--- src/rtl/candy_dispense_if.sv ---
// Request/status bundle between the vending controller and the candy
// dispense driver. The controller side is the master and the driver side
// is the slave.
// Defining CANDY_DISP_ABORT_EN adds the abort line to the bundle.
interface candy_dispense_if;
  logic       req_valid;
  logic [1:0] req_item;
  logic [2:0] req_count;
  logic       req_ready;
  logic [3:0] solenoid;
  logic       busy;
  logic [2:0] remaining;
  logic       done;
`ifdef CANDY_DISP_ABORT_EN
  logic       abort;
`endif

  modport master (
    output req_valid, req_item, req_count,
`ifdef CANDY_DISP_ABORT_EN
    output abort,
`endif
    input  req_ready, solenoid, busy, remaining, done
  );

  modport slave (
    input  req_valid, req_item, req_count,
`ifdef CANDY_DISP_ABORT_EN
    input  abort,
`endif
    output req_ready, solenoid, busy, remaining, done
  );
endinterface

--- src/rtl/candy_dispense_driver.sv ---
// Candy dispense driver: accepts a dispense request {item, count} over a
// valid/ready handshake and fires one of four solenoids count times. Each
// firing is a PULSE_CYCLES-long high pulse followed by a GAP_CYCLES-long
// forced-low recovery gap. A one-cycle done strobe closes every request,
// including count=0 requests.
// Optional feature macro: CANDY_DISP_ABORT_EN adds an abort input that cuts
// the current pulse short and cancels all pulses not yet started.
module candy_dispense_driver #(
  parameter int unsigned PULSE_CYCLES = 50,
  parameter int unsigned GAP_CYCLES   = 25,
  parameter int unsigned TIMER_W      = 16
) (
  input logic             clk,
  input logic             reset,
  candy_dispense_if.slave bus
);

  typedef enum logic [1:0] {
    S_IDLE  = 2'd0,
    S_PULSE = 2'd1,
    S_GAP   = 2'd2,
    S_DONE  = 2'd3
  } state_t;

  // Timer reload values: the timer counts N-1 down to 0 and the state
  // moves on the edge where it reads 0, giving exactly N cycles per phase.
  localparam logic [TIMER_W-1:0] PULSE_LOAD = TIMER_W'(PULSE_CYCLES - 1);
  localparam logic [TIMER_W-1:0] GAP_LOAD   = TIMER_W'(GAP_CYCLES - 1);

  state_t             state;
  logic [TIMER_W-1:0] timer;
  logic [1:0]         item_q;
  logic [3:0]         solenoid_q;
  logic               busy_q;
  logic               done_q;
  logic [2:0]         remaining_q;
  logic               abort_s;

  // Solenoid drive for a given item: always exactly one bit, never more.
  function automatic logic [3:0] item_onehot(input logic [1:0] idx);
    logic [3:0] v;
    v = 4'b0001 << idx;
    return v;
  endfunction

`ifdef CANDY_DISP_ABORT_EN
  assign abort_s = bus.abort;
`else
  assign abort_s = 1'b0;
`endif

  // Ready is a pure decode of the registered state, masked while reset is
  // held so no request can be accepted on a reset edge.
  assign bus.req_ready = (state == S_IDLE) && !reset;
  assign bus.solenoid  = solenoid_q;
  assign bus.busy      = busy_q;
  assign bus.remaining = remaining_q;
  assign bus.done      = done_q;

  // Dispense sequencer: request capture, pulse/gap timing and registered outputs.
  always_ff @(posedge clk) begin
    if (reset) begin
      state       <= S_IDLE;
      timer       <= '0;
      solenoid_q  <= 4'b0000;
      busy_q      <= 1'b0;
      done_q      <= 1'b0;
      remaining_q <= 3'd0;
    end else begin
      case (state)
        S_IDLE: begin
          done_q <= 1'b0;
          if (bus.req_valid) begin
            // Item and count are captured here; later input changes are
            // irrelevant until the next accept.
            item_q <= bus.req_item;
            busy_q <= 1'b1;
            if (bus.req_count == 3'd0) begin
              state       <= S_DONE;
              done_q      <= 1'b1;
              remaining_q <= 3'd0;
            end else begin
              state       <= S_PULSE;
              solenoid_q  <= item_onehot(bus.req_item);
              remaining_q <= bus.req_count - 3'd1;
              timer       <= PULSE_LOAD;
            end
          end
        end

        S_PULSE: begin
          if (abort_s) begin
            // Abort wins even on the expiry edge: drop the coil now and
            // still give it a full recovery gap.
            solenoid_q  <= 4'b0000;
            remaining_q <= 3'd0;
            state       <= S_GAP;
            timer       <= GAP_LOAD;
          end else if (timer == '0) begin
            solenoid_q <= 4'b0000;
            state      <= S_GAP;
            timer      <= GAP_LOAD;
          end else begin
            timer <= timer - 1'b1;
          end
        end

        S_GAP: begin
          if (timer == '0) begin
            if ((remaining_q != 3'd0) && !abort_s) begin
              remaining_q <= remaining_q - 3'd1;
              solenoid_q  <= item_onehot(item_q);
              state       <= S_PULSE;
              timer       <= PULSE_LOAD;
            end else begin
              remaining_q <= 3'd0;
              state       <= S_DONE;
              done_q      <= 1'b1;
            end
          end else begin
            timer <= timer - 1'b1;
            if (abort_s) begin
              remaining_q <= 3'd0;
            end
          end
        end

        S_DONE: begin
          done_q <= 1'b0;
          busy_q <= 1'b0;
          state  <= S_IDLE;
        end

        default: begin
          state      <= S_IDLE;
          solenoid_q <= 4'b0000;
          busy_q     <= 1'b0;
          done_q     <= 1'b0;
        end
      endcase
    end
  end

  // Output sanity: the solenoid bus is never multi-hot and only drives in PULSE.
  always_ff @(posedge clk) begin
    if (!reset) begin
      assert ($onehot0(solenoid_q))
        else $error("solenoid multi-hot: %b", solenoid_q);
      assert ((state == S_PULSE) || (solenoid_q == 4'b0000))
        else $error("solenoid active outside pulse: %b", solenoid_q);
    end
  end

endmodule
--- src/flat_wrapper.sv ---
// flat-port wrapper written by rule: the top's interface ports become plain ports
module candy_dispense_driver_flat 
#(
  parameter int unsigned PULSE_CYCLES = 50,
  parameter int unsigned GAP_CYCLES   = 25,
  parameter int unsigned TIMER_W      = 16
)
  (clk, reset, bus_req_valid, bus_req_item, bus_req_count, bus_req_ready, bus_solenoid, bus_busy, bus_remaining, bus_done);
  candy_dispense_if bus_i ();
  input logic clk;
  input logic reset;
  input wire logic [$bits(bus_i.req_valid)-1:0] bus_req_valid;
  input wire logic [$bits(bus_i.req_item)-1:0] bus_req_item;
  input wire logic [$bits(bus_i.req_count)-1:0] bus_req_count;
  output wire logic [$bits(bus_i.req_ready)-1:0] bus_req_ready;
  output wire logic [$bits(bus_i.solenoid)-1:0] bus_solenoid;
  output wire logic [$bits(bus_i.busy)-1:0] bus_busy;
  output wire logic [$bits(bus_i.remaining)-1:0] bus_remaining;
  output wire logic [$bits(bus_i.done)-1:0] bus_done;
  assign bus_i.req_valid = bus_req_valid;
  assign bus_i.req_item = bus_req_item;
  assign bus_i.req_count = bus_req_count;
  assign bus_req_ready = bus_i.req_ready;
  assign bus_solenoid = bus_i.solenoid;
  assign bus_busy = bus_i.busy;
  assign bus_remaining = bus_i.remaining;
  assign bus_done = bus_i.done;
  candy_dispense_driver #(.PULSE_CYCLES(PULSE_CYCLES), .GAP_CYCLES(GAP_CYCLES), .TIMER_W(TIMER_W)) u_core (.clk(clk), .reset(reset), .bus(bus_i));
endmodule
--- config.mk ---
export PLATFORM = sky130hd
export DESIGN_NAME = candy_dispense_driver_flat
export DESIGN_NICKNAME = d
export VERILOG_FILES = /design/src/rtl/candy_dispense_if.sv /design/src/rtl/candy_dispense_driver.sv /design/src/flat_wrapper.sv
export SDC_FILE = /design/constraint.sdc
export NUM_CORES = 1
export LEC_CHECK = 0
export CORE_AREA = 2 2 50 76
export CTS_CLUSTER_DIAMETER = 150
export DETAILED_ROUTE_END_ITERATION = 10
export DIE_AREA = 0 0 52 78
export GPL_TIMING_DRIVEN = 0
export PLACE_DENSITY = 0.82
export SLEW_MARGIN = 30
export SYNTH_ARGS = -nofsm -noshare
export SYNTH_HDL_FRONTEND = slang
export SYNTH_SLANG_ARGS = --single-unit
--- constraint.sdc ---
create_clock -name clk -period 2.2 [get_ports clk]
set_input_delay 0.44 -clock clk [delete_from_list [all_inputs] [get_ports clk]]
set_output_delay 0.44 -clock clk [all_outputs]
set_load 0.02 [all_outputs]
---- Word-level counts from Yosys, hierarchy flattened ----
Index checks and enable logic that the tools add are counted.
word-level totals
  bits in registers ....................... 29
  input port bits ......................... 8
  output and inout port bits .............. 10
  logic and storage cells ................. 70
operators by class
  add/sub/neg operators ................... 3
  equal/unequal tests ..................... 10
  shift-type cells ........................ 2
  muxes and demuxes ....................... 30
  bitwise logic cells ..................... 1
  reductions and logical operators ........ 17
operators with widths
  operator                 number
  $mux W16                 5
  $pmux W16 S3             1
  $mux W4                  5
  $logic_not A16 Y1        1
  $sub A16 B1 Y16 const B  1
  $mux W3                  4
  $pmux W4 S3              1
  $reduce_and A3 Y1        4
  $mux W2                  5
  $reduce_bool A3 Y1       3
  $pmux W2 S4              1
  $shl A1 B2 Y4 const A    2
  $ne A2 B1 Y1 const B     3
  $ne A2 B2 Y1 const B     3
  $pmux W3 S2              1
  $reduce_and A6 Y1        1
  $sub A3 B1 Y3 const B    2
  $mux W1                  5
  $eq A2 B2 Y1 const B     2
  $reduce_and A4 Y1        1
  $reduce_bool A2 Y1       2
  $logic_not A3 Y1         1
  $ne A3 B3 Y1 const B     1
  $pmux W1 S3              1
  other kinds (7)          7

---- Longest topological paths before layout ----
  depth in word-level cells ............... 4
  gate-level depth with buffers ........... 8
  mapped depth without buffers ............ 8

---- Worst setup path before layout ----
No wires, ideal clock.
  path type ............................... register to register
  start ................................... reg u_core.timer[0]
  end ..................................... reg u_core.timer[6]
  setup time .............................. 0.091 ns
  arrival ................................. 1.930 ns
  data required time ...................... 2.109 ns
  slack ................................... 0.179 ns
  cell stages (with the launch flop) ...... 7
  buffers on the path ..................... 0
  clock period less this slack ............ 2.021 ns
  path through ............................ dfxtp_1 inv_1 ha_1 or4b_2 nor2_1 mux2_2 a311oi_1
between the ends
  longest elaborated chain between the ends .. 3
  elaborated cells between the ends (all ways) .. 7
  classes of those cells .................. add/sub: 1; eq/ne: 1; mux: 3; reduce/logical: 2
RTL lines
  what                                                         RTL line                      text
  start: declaration                                           candy_dispense_driver.sv:31   logic [TIMER_W-1:0] timer;
  start signal: assignment                                     candy_dispense_driver.sv:104  timer <= timer - 1'b1;
  start signal: assignment                                     candy_dispense_driver.sv:121  timer <= timer - 1'b1;
  $sub A16 B1 Y16 / $logic_not A16 Y1 (equally long branches)  --
  $mux W16, or another cell as far along                       candy_dispense_driver.sv:109  if (timer == '0) begin
  $pmux W16 S3 / $reduce_and A4 Y1 (equally long branches)     --
Parallel ways exist; a longest one is shown, timed or not.
A chain may end at the register's enable or synchronous reset.

---- Worst setup path after layout ----
  start ................................... in bus_req_count[1]
  end ..................................... reg u_core.timer[7]
between the ends
  longest elaborated chain between the ends .. 3
RTL lines
  what                                RTL line                     text
  start: declaration                  flat_wrapper.sv:14           input wire logic [$bits(bus_i.req_count)-1:0] bus_req_count;
  $logic_not A3 Y1                    candy_dispense_driver.sv:78  if (bus.req_count == 3'd0) begin
  $ne A2 B2 Y1 (no source line)       --
  $reduce_and A4 Y1 (no source line)  --
No other way between the ends.

==> flow_metrics.tcl <==
set metrics [dict create \
    synth_cell_types 50 \
    clk_latency_ps 290 \
    crit_path_start_kind "input port" \
    cts_root_buffer "clkbuf_8" \
    numCtsBuffers 5 \
    start_util_pct 54.3 \
    globalplace.congestion 0.915 \
    viasPerCell 5.97 \
    final_max_slew_viol_count 0 \
    synth-edff-count 2 \
    die_h_um 78 \
    drt_first_pass_iters 4 \
    rows 26 \
    yosysSeqAreaShare_pct 33.0 \
    grt_pass1_vias 1616 \
    crit_chain "clkdlybuf4s50_1 -> or2_2 -> inv_1 -> ha_2 -> nand2b_4 -> a21o_1 -> a31oi_4 -> o31a_1 -> a211oi_1" \
    syn_avg_cell_area_um2 8.47 \
    core_area_um2 3350 \
    finalCritPeriodShare_pct 95.9 \
    yosysTopAreaCell "dfxtp_1" \
    fillers 256 \
    status "complete, no violations" \
    hold_viol_final 0 \
    die_area_um2 4060 \
    grt_first_pass_wirelength_um 6940 \
    synth_async_sr_flop_share_pct 0 \
    r2r_cells 8 \
    synth_fp_nets 232 \
    clock_skew_ps 3.92 \
    grt_use_total_pct 22.4 \
    p_leak_uw 0.000880 \
    stdcell_count 286 \
    arrival_ps 2310 \
    nets 260 \
    crit_required_ps 2400 \
    hold_start "reset" \
    synth_area_um2 1820 \
    diodes 0 \
    synthCells 215 \
    r2r_end "u_core.timer[7]" \
    tightest_slew_ps 531 \
    drive_gt1_share_pct 16.4 \
    hold_end "u_core.bus.solenoid[2]" \
    tritoncts "done" \
    ys_warn_count 0 \
    peakVddDrop_mv 0.884 \
    ctsHoldBuffers 0 \
    regToRegSetupSlack_ps 100 \
    max_freq_ghz 0.474 \
    maxCapViolCount 0 \
    slew_headroom_pct 64.6 \
    slowest_stage "clkdlybuf4s50_1" \
    crit_cells 9 \
    hold_depth 3 \
    setup_tns_ps 0 \
    rr_startpoint "u_core.state[1]" \
    multi_input_area_um2 1220 \
    yosys-top-cells-area "dfxtp_1, ha_1, nor2_1" \
    synthFlopType "dfxtp_1" \
    setup_viol 0 \
    place_inst 273 \
    clk_pin_slew_ps 60 \
    yosysTopAreaCellShare_pct 29.7 \
    startpoint "bus_req_count[1]" \
    synth-seq-cells 29 \
    grt_start_max_net_pins 11 \
    die_w_um 52 \
    layout_setup_ws_ps 90.4 \
    crit_buf_inv 2 \
    htree_levels 2 \
    ant_nets 0 \
    critical-path-top-delay-family "compound AO/OA/AOI/OAI gates" \
    area.sequential_um2 601 \
    antenna_found_initial 0 \
    port_buffers 16 \
    preCtsSetupSlack_ps -552 \
    criticalPathCategory "in -> reg" \
    routedWlPerCell_um 14.8 \
    hold_path_class "in -> reg" \
    power_density_nw_per_um2 1410 \
    fin_crit_ps 2110 \
    overflow 0 \
    path_max_fanout 8 \
    area_growth_pct 22.9 \
    drc_errors 0 \
    end_kind "register" \
    num_io_pins 18 \
    cts.sinks 29 \
    drt_iter0_drc 39 \
    rsz0062_at_grt "false" \
    critPathMaxStageDelay_ps 410 \
    clockBufferDepth 2 \
    post-dp-hpwl_um 3070 \
    via_count 1706 \
    wirelength_um 4230 \
]
-- how the worst max path moves through the flow --
stage | end | slack [ps]
2_1_floorplan | u_core.timer[6] | 180
3_3_place_gp | u_core.timer[7] | -550
3_5_place_dp | u_core.timer[10] | -550
4_1_cts | u_core.bus.remaining[0] | 10
5_1_grt | u_core.timer[0] | 0.1
6_report | u_core.timer[7] | 90
-- state kept, by name, summed over array words and instances (netlist names) --
signal / cells
u_core.bus.busy: 1
u_core.bus.done: 1
u_core.bus.remaining: 3
u_core.bus.solenoid: 4
u_core.item_q: 2
u_core.state: 2
u_core.timer: 16
-- per-stage QoR --
| step | util (%) | area, µm² | hold WS, ps | power (µW) |
|---|---|---|---|---|
| 2_1_floorplan | - | 1820 | 459 | 2060 |
| 3_3_place_gp | 60.7 | 2030 | 464 | 2420 |
| 3_5_place_dp | 60.7 | 2030 | 467 | 2450 |
| 4_1_cts | 64.3 | 2150 | 453 | 2950 |
| 5_1_grt | 66.8 | 2240 | 483 | 3380 |
| 6_report | 66.8 | 2240 | 463 | 3150 |
-- cell usage after synthesis, types with 6 or more instances --
cell type / number
nand2b_1: 8
o21ai_0: 8
ha_1: 9
nor3_1: 6
a21oi_1: 19
inv_1: 11
nor2_1: 29
nand2_1: 14
a31oi_1: 6
mux2i_1: 9
dfxtp_1: 27
-- layer usage --
metal	wire length (µm)	track usage, %
met4	120	12.6
met1	1680	23.4
met3	132	4.81
met5	0	0
met2	2300	39.6
-- cell usage in the layout, fill, tap and decap left out, drive strengths merged, types with 2 or more instances in the layout --
| cell type | count |
|---|---|
| a211oi | 4 |
| a21boi | 2 |
| a21o | 3 |
| a21oi | 20 |
| a311oi | 3 |
| a31oi | 6 |
| buf | 8 |
| clkbuf | 9 |
| clkdlybuf4s50 | 14 |
| clkinv | 3 |
| dfxtp | 27 |
| edfxtp | 2 |
| ha | 9 |
| inv | 11 |
| mux2 | 2 |
| mux2i | 9 |
| nand2 | 14 |
| nand2b | 8 |
| nand3 | 4 |
| nand3b | 2 |
| nand4 | 5 |
| nor2 | 29 |
| nor2b | 2 |
| nor3 | 6 |
| nor4 | 3 |
| o211ai | 2 |
| o21ai | 10 |
| o31ai | 3 |
| or2 | 3 |
| or3 | 3 |
| or4 | 3 |
| or4b | 2 |
-- logic make-up after synthesis --
group	after synthesis	synth area share, %
AND/OR/NAND/NOR	88	28.1
adder cells (fa/ha/maj)	9	6.19
XOR/XNOR	2	0.962
buffers and inverters	18	4.19
multiplexers	11	6.19
AO/OA/AOI/OAI	58	21.4
flip-flops	29	33.0
-- repair_timing --
action                                  4_1_cts  5_1_grt
resized for setup                             9       11
endpoints found under the setup margin       14       25
setup buffers                                 1        5
pin swaps                                     3        3
-- layout make-up --
| cell class | count | area share [%] |
|---|---|---|
| Tap cell | 42 | 2.35 |
| Clock inverter | 3 | 0.559 |
| Sequential cell | 29 | 26.8 |
| Inverter | 11 | 1.85 |
| Multi-Input combinational cell | 168 | 54.7 |
| Clock buffer | 5 | 3.08 |
| Buffer | 6 | 1.40 |
| Timing Repair Buffer | 22 | 9.23 |
-- worst register-to-register path, stage by stage, from the launching register on --
cell      delay, ps
dfxtp_1         340
inv_1           130
ha_1            160
clkbuf_1        300
or2_2           200
nand2_2         110
a21oi_1         400
a31oi_1         150
a211oi_1        230
-- where the power goes --
| group | total, µW | internal, µW | switching (µW) | leakage, µW |
|---|---|---|---|---|
| Clock | 424 | 212 | 211 | 0.0000430 |
| Sequential | 832 | 658 | 174 | 0.000239 |
| Combinational | 1900 | 848 | 1050 | 0.000599 |
No activity file was read; power rests on OpenSTA's default activity.
